===== config.mk =====
export PLATFORM = sky130hd
export DESIGN_NAME = cnt_sweep_ctrl
export DESIGN_NICKNAME = d
export VERILOG_FILES = /design/src/rtl/cnt_sweep_ctrl.sv
export SDC_FILE = /design/constraint.sdc
export NUM_CORES = 1
export LEC_CHECK = 0
export CORE_ASPECT_RATIO = 1.5
export CORE_MARGIN = 3
export CORE_UTILIZATION = 50
export CTS_CLUSTER_DIAMETER = 80
export DETAILED_ROUTE_END_ITERATION = 8
export GPL_ROUTABILITY_DRIVEN = 0
export GPL_TIMING_DRIVEN = 0
export HOLD_SLACK_MARGIN = 0.06
export PLACE_DENSITY = 0.8
export SLEW_MARGIN = 15
export SYNTH_ARGS = -nofsm -noshare
export SYNTH_HDL_FRONTEND = slang
export SYNTH_SLANG_ARGS = --single-unit
export TNS_END_PERCENT = 10

===== constraint.sdc =====
create_clock -name clk -period 4.7 [get_ports clk]
set_input_delay 0.94 -clock clk [delete_from_list [all_inputs] [get_ports clk]]
set_output_delay 0.94 -clock clk [all_outputs]
set_load 0.01 [all_outputs]

===== src/rtl/cnt_sweep_ctrl.sv =====
// Sweep controller for an external up/down counter: it ramps the counter from 0
// to up_lim, then back down to dn_lim, and repeats for `loops` passes (0 = until stop).
module cnt_sweep_ctrl #(
  parameter int WIDTH = 4
) (
  input  logic             clk,
  input  logic             reset,
  input  logic             start,
  input  logic             stop,
  input  logic [WIDTH-1:0] up_lim,
  input  logic [WIDTH-1:0] dn_lim,
  input  logic [2:0]       loops,
  input  logic [WIDTH-1:0] count,
  output logic             mode,
  output logic             cnt_rst,
  output logic             busy,
  output logic             done,
  output logic             err,
  output logic [2:0]       pass_cnt
);

  typedef enum logic [1:0] {IDLE, UP, DOWN, DONE} state_e;

  state_e           state_q, state_d;
  logic [WIDTH-1:0] up_q, up_d, dn_q, dn_d;
  logic [2:0]       loops_q, loops_d, pass_q, pass_d;
  logic             err_q, err_d;
  logic [2:0]       pass_inc;

  assign pass_inc = pass_q + 3'd1;

  always_ff @(posedge clk or posedge reset) begin
    if (reset) begin
      state_q <= IDLE;
      up_q    <= '0;
      dn_q    <= '0;
      loops_q <= '0;
      pass_q  <= '0;
      err_q   <= 1'b0;
    end else begin
      state_q <= state_d;
      up_q    <= up_d;
      dn_q    <= dn_d;
      loops_q <= loops_d;
      pass_q  <= pass_d;
      err_q   <= err_d;
    end
  end

  // Outside UP/DOWN the counter is held at 0 and pointed upward, so a sweep
  // always begins from 0.
  always_comb begin
    state_d = state_q;
    up_d    = up_q;
    dn_d    = dn_q;
    loops_d = loops_q;
    pass_d  = pass_q;
    err_d   = 1'b0;
    mode    = 1'b1;
    cnt_rst = 1'b1;
    case (state_q)
      IDLE: begin
        if (start) begin
          if (up_lim > dn_lim) begin
            up_d    = up_lim;
            dn_d    = dn_lim;
            loops_d = loops;
            pass_d  = '0;
            state_d = UP;
          end else begin
            err_d = 1'b1;
          end
        end
      end
      UP: begin
        cnt_rst = 1'b0;
        mode    = (count != up_q);
        if (stop) begin
          cnt_rst = 1'b1;
          state_d = IDLE;
        end else if (count == up_q) begin
          state_d = DOWN;
        end
      end
      DOWN: begin
        cnt_rst = 1'b0;
        mode    = (count == dn_q);
        if (stop) begin
          cnt_rst = 1'b1;
          state_d = IDLE;
        end else if (count == dn_q) begin
          pass_d = pass_inc;
          // Last pass clears the counter here rather than turning it upward.
          if (loops_q != 3'd0 && pass_inc == loops_q) begin
            cnt_rst = 1'b1;
            state_d = DONE;
          end else begin
            state_d = UP;
          end
        end
      end
      DONE:    state_d = IDLE;
      default: state_d = IDLE;
    endcase
  end

  assign busy     = (state_q == UP) || (state_q == DOWN);
  assign done     = (state_q == DONE);
  assign err      = err_q;
  assign pass_cnt = pass_q;

endmodule


==> PnR_summary.wiki <==
{| class="wikitable"
! Metric !! Value
|-
| Share of cells above drive strength 1 || 14.7%
|-
| Category of the worst setup path capture point || output port
|-
| Detailed-route wire length per cell || 13.9 microns
|-
| Areal power density over the cells || 488 nW/um^2
|-
| Worst clock skew || 0.00465 ns
|-
| Data arrival at the endpoint of the critical path || 2.89 ns
|-
| # rows || 20
|-
| Syn_area_per_cell || 10.6 sq um
|-
| Routed wire length || 2.19 mm
|-
| Largest fanout on the critical path || 6
|-
| Largest vdd supply drop || 0.256 mV
|-
| Busiest layer in global routing || met2
|-
| Critical register-to-register path startpoint || state_q[0]
|-
| Result of the run || finished clean
|-
| Number of buffers added to fix hold violations after cts || 0
|-
| Via count of the first global-routing pass || 960
|-
| Worst EP required || 3.76 ns
|-
| 1st-pass router iterations || 4
|-
| Antenna violations before repair || 0
|-
| Clock net sink count || 17
|-
| Crit path capture || cnt_rst
|-
| Crit path launch || count[1]
|-
| Worst Setup Slack, final || 0.867 ns
|-
| Fillers || 168
|-
| Top Ports || 27
|-
| Synthesized area || 1120 sq um
|-
| Post-synth cell types || 34
|-
| Final count of hold timing violations || 0
|-
| Critical path class || in2out
|-
| Layout overhead on the synthesized area || 28.0%
|-
| Total number of vias || 879
|-
| Insertion delay of the later-clocked pin in the worst-skew pair || 0.29 ns
|-
| Fraction of registers with async set/reset || 100%
|-
| Wire length of the first global-routing pass || 3.86 mm
|-
| Post-CTS Setup Repair Bufs || 0
|-
| Switching power share of the total || 36.8%
|-
| Fmax || 261 MHz
|-
| GR met3 Demand/Resource || 1.97%
|-
| Leak pwr || 0.623 nW
|-
| Seq pwr share || 35.3%
|-
| Count of instances resized after the clock tree is built || 0
|-
| Detailed-route vias per instance || 5.56
|-
| Total number of nets in the final design || 166
|-
| Clock-pin slew of the registers on the worst-case setup and hold paths || 0.09 ns
|-
| Inserted Diodes || 0
|-
| Final ANT Viol Nets || 0
|-
| Area of the multi-input gates || 652 sq um
|-
| Maximum level of the CTS H-tree || 1
|-
| Register cell area after layout || 425 sq um
|-
| Post-place setup slack || 0.870 ns
|-
| Summed negative setup slack over all endpoints || 0 ns
|-
| DR DRC count || 0
|-
| Yosys warnings || 0
|-
| Floorplan core area || 2080 sq um
|-
| Initial Util || 54.1%
|-
| Logic depth of the worst register-to-register path || 7
|-
| Number of flops mapped to enable cells by yosys || 0
|-
| Hold WC Path Type || reg2reg
|-
| Most common cell after layout, fill and taps aside || sky130_fd_sc_hd__clkdlybuf4s50_1
|-
| Max transition margin || 55.7%
|-
| Part of the Yosys area used for sequential elements || 37.9%
|-
| Total routing resource utilization after global routing || 17.9%
|-
| Reg2reg end || pass_cnt[1]
|-
| Post-synthesis net count || 135
|-
| P_sw || 0.000258 W
|-
| Highest-count cells in the layout ignoring fill and taps || sky130_fd_sc_hd__clkdlybuf4s50_1 (26), sky130_fd_sc_hd__dfrtp_1 (17), sky130_fd_sc_hd__inv_1 (10), sky130_fd_sc_hd__mux2_2 (10), sky130_fd_sc_hd__ha_1 (10)
|-
| Total congestion overflow || 0
|-
| # setup viols final || 0
|-
| Setup repair after global routing missed its margin || false
|-
| Clock tree from TritonCTS || done
|-
| GR Layer Usage met1 || 18.4%
|-
| Chip Width || 44.7 microns
|-
| Pin count of the biggest net entering global routing || 18
|-
| Combinational power share || 53.7%
|-
| Met2 track utilization from global routing || 33.5%
|-
| Maximum clock insertion buffer count || 2
|-
| CTS root buffer || sky130_fd_sc_hd__clkbuf_4
|-
| Die area || 2860 sq um
|-
| Setup crit start kind || input pin
|-
| Clock share of power || 11.0%
|-
| Measured slew at the worst slew-check pin || 0.663 ns
|-
| Gate count after technology mapping || 106
|-
| 1st-iter DRT viols || 12
|-
| Die height || 64.1 microns
|-
| Period utilisation layout || 81.6%
|-
| Port buffer count || 26
|-
| Max-slew violations || 0
|-
| Period minus WS final || 3.83 ns
|-
| Total clock buffers created by CTS || 3
|-
| P_int || 0.000443 W
|-
| Flip-flop and latch count after synthesis || 17
|-
| DP Wirelength || 1.85 mm
|-
| Register-to-Register Setup Slack || 2.68 ns
|-
| Max capacitance violation total || 0
|-
| Leading register cell type out of synthesis || sky130_fd_sc_hd__dfrtp_1
|}
## metrics by stage
| stage | cells | total power (W) | cell area [sq um] | hold slack [ns] | util, % |
|---|---|---|---|---|---|
| after floorplan | 106 | 0.000506 | 1120 | 0.480 | - |
| after global placement | 154 | 0.000621 | 1410 | 0.497 | 68.0 |
| after detailed placement | 154 | 0.000633 | 1410 | 0.517 | 68.0 |
| after CTS | 158 | 0.000711 | 1440 | 0.539 | 69.2 |
| after global routing | 158 | 0.000760 | 1440 | 0.561 | 69.2 |
| final | 158 | 0.000702 | 1440 | 0.528 | 69.2 |
## area by class of cell
type | instances | area share [%]
multi-input cells | 77 | 45.3
flip-flops and latches | 17 | 29.6
repair buffers | 26 | 18.1
inverters | 10 | 2.61
well taps | 22 | 1.91
clock buffers | 4 | 1.83
plain buffers | 2 | 0.609
## cell usage after synthesis (2+ instances only)
master	number	area [sq um]
sky130_fd_sc_hd__ha_1	10	125
sky130_fd_sc_hd__nor2_1	4	15.0
sky130_fd_sc_hd__nand3_1	2	10.0
sky130_fd_sc_hd__nand2_1	7	26.3
sky130_fd_sc_hd__dfrtp_1	17	425
sky130_fd_sc_hd__xnor2_1	6	52.6
sky130_fd_sc_hd__o21ai_0	2	10.0
sky130_fd_sc_hd__o221ai_1	2	17.5
sky130_fd_sc_hd__xor2_1	5	43.8
sky130_fd_sc_hd__nand4_1	2	12.5
sky130_fd_sc_hd__nor2b_1	4	25.0
sky130_fd_sc_hd__a31oi_1	2	12.5
sky130_fd_sc_hd__mux2_2	10	113
sky130_fd_sc_hd__inv_1	10	37.5
sky130_fd_sc_hd__a21oi_1	2	10.0
sky130_fd_sc_hd__mux2_1	2	22.5
sky130_fd_sc_hd__mux2i_1	2	20.0
## worst min path at each step
| stage | startpoint | to | slack (ns) | cells past startpoint |
|---|---|---|---|---|
| CTS | up_q[2] | up_q[2] | 0.54 | 1 |
| detailed placement | loops_q[2] | loops_q[2] | 0.52 | 1 |
| finish | up_q[2] | up_q[2] | 0.53 | 1 |
| floorplan | up_q[2] | up_q[2] | 0.48 | 1 |
| global route | up_q[0] | up_q[0] | 0.56 | 1 |
| global placement | up_q[2] | up_q[2] | 0.50 | 1 |
## critical path, cell delays in order
cell,delay (ns)
sky130_fd_sc_hd__clkdlybuf4s50_1,0.45
sky130_fd_sc_hd__xor2_1,0.19
sky130_fd_sc_hd__nor4_4,0.47
sky130_fd_sc_hd__a31oi_1,0.13
sky130_fd_sc_hd__o21ai_0,0.16
sky130_fd_sc_hd__clkdlybuf4s50_1,0.55
## cells by family (layout without fill, tap and decap cells)
logic type,count (synthesis),after routing,share of synthesized area (%)
AND/OR/NAND/NOR,24,24,12.0
flip-flops,17,17,37.9
adder cells (fa/ha/maj),10,10,11.1
XOR/XNOR,11,11,8.57
AO/OA/AOI/OAI,18,18,12.5
buffers and inverters,12,42,4.12
multiplexers,14,14,13.8
## state kept, by name (all words and copies together) (netlist names)
register,cells
state_q,2
up_q,4
loops_q,3
dn_q,4
pass_cnt,3
err,1
## power groups by stage
stage	Combinational, W	Clock, W	Sequential (W)
2_1_floorplan	0.000264	0	0.000242
3_3_place_gp	0.000372	0	0.000249
3_5_place_dp	0.000381	0	0.000252
4_1_cts	0.000383	0.0000791	0.000249
5_1_grt	0.000417	0.0000854	0.000257
6_report	0.000376	0.0000772	0.000248
## routing by layer
| metal | part of all wire [%] | up-vias |
|---|---|---|
| li1 | - | 432 |
| met1 | 37 | 422 |
| met5 | 0 | - |
| met4 | 1.7 | 0 |
| met3 | 3.9 | 5 |
| met2 | 58 | 20 |
(Power assumes the default switching activity.)
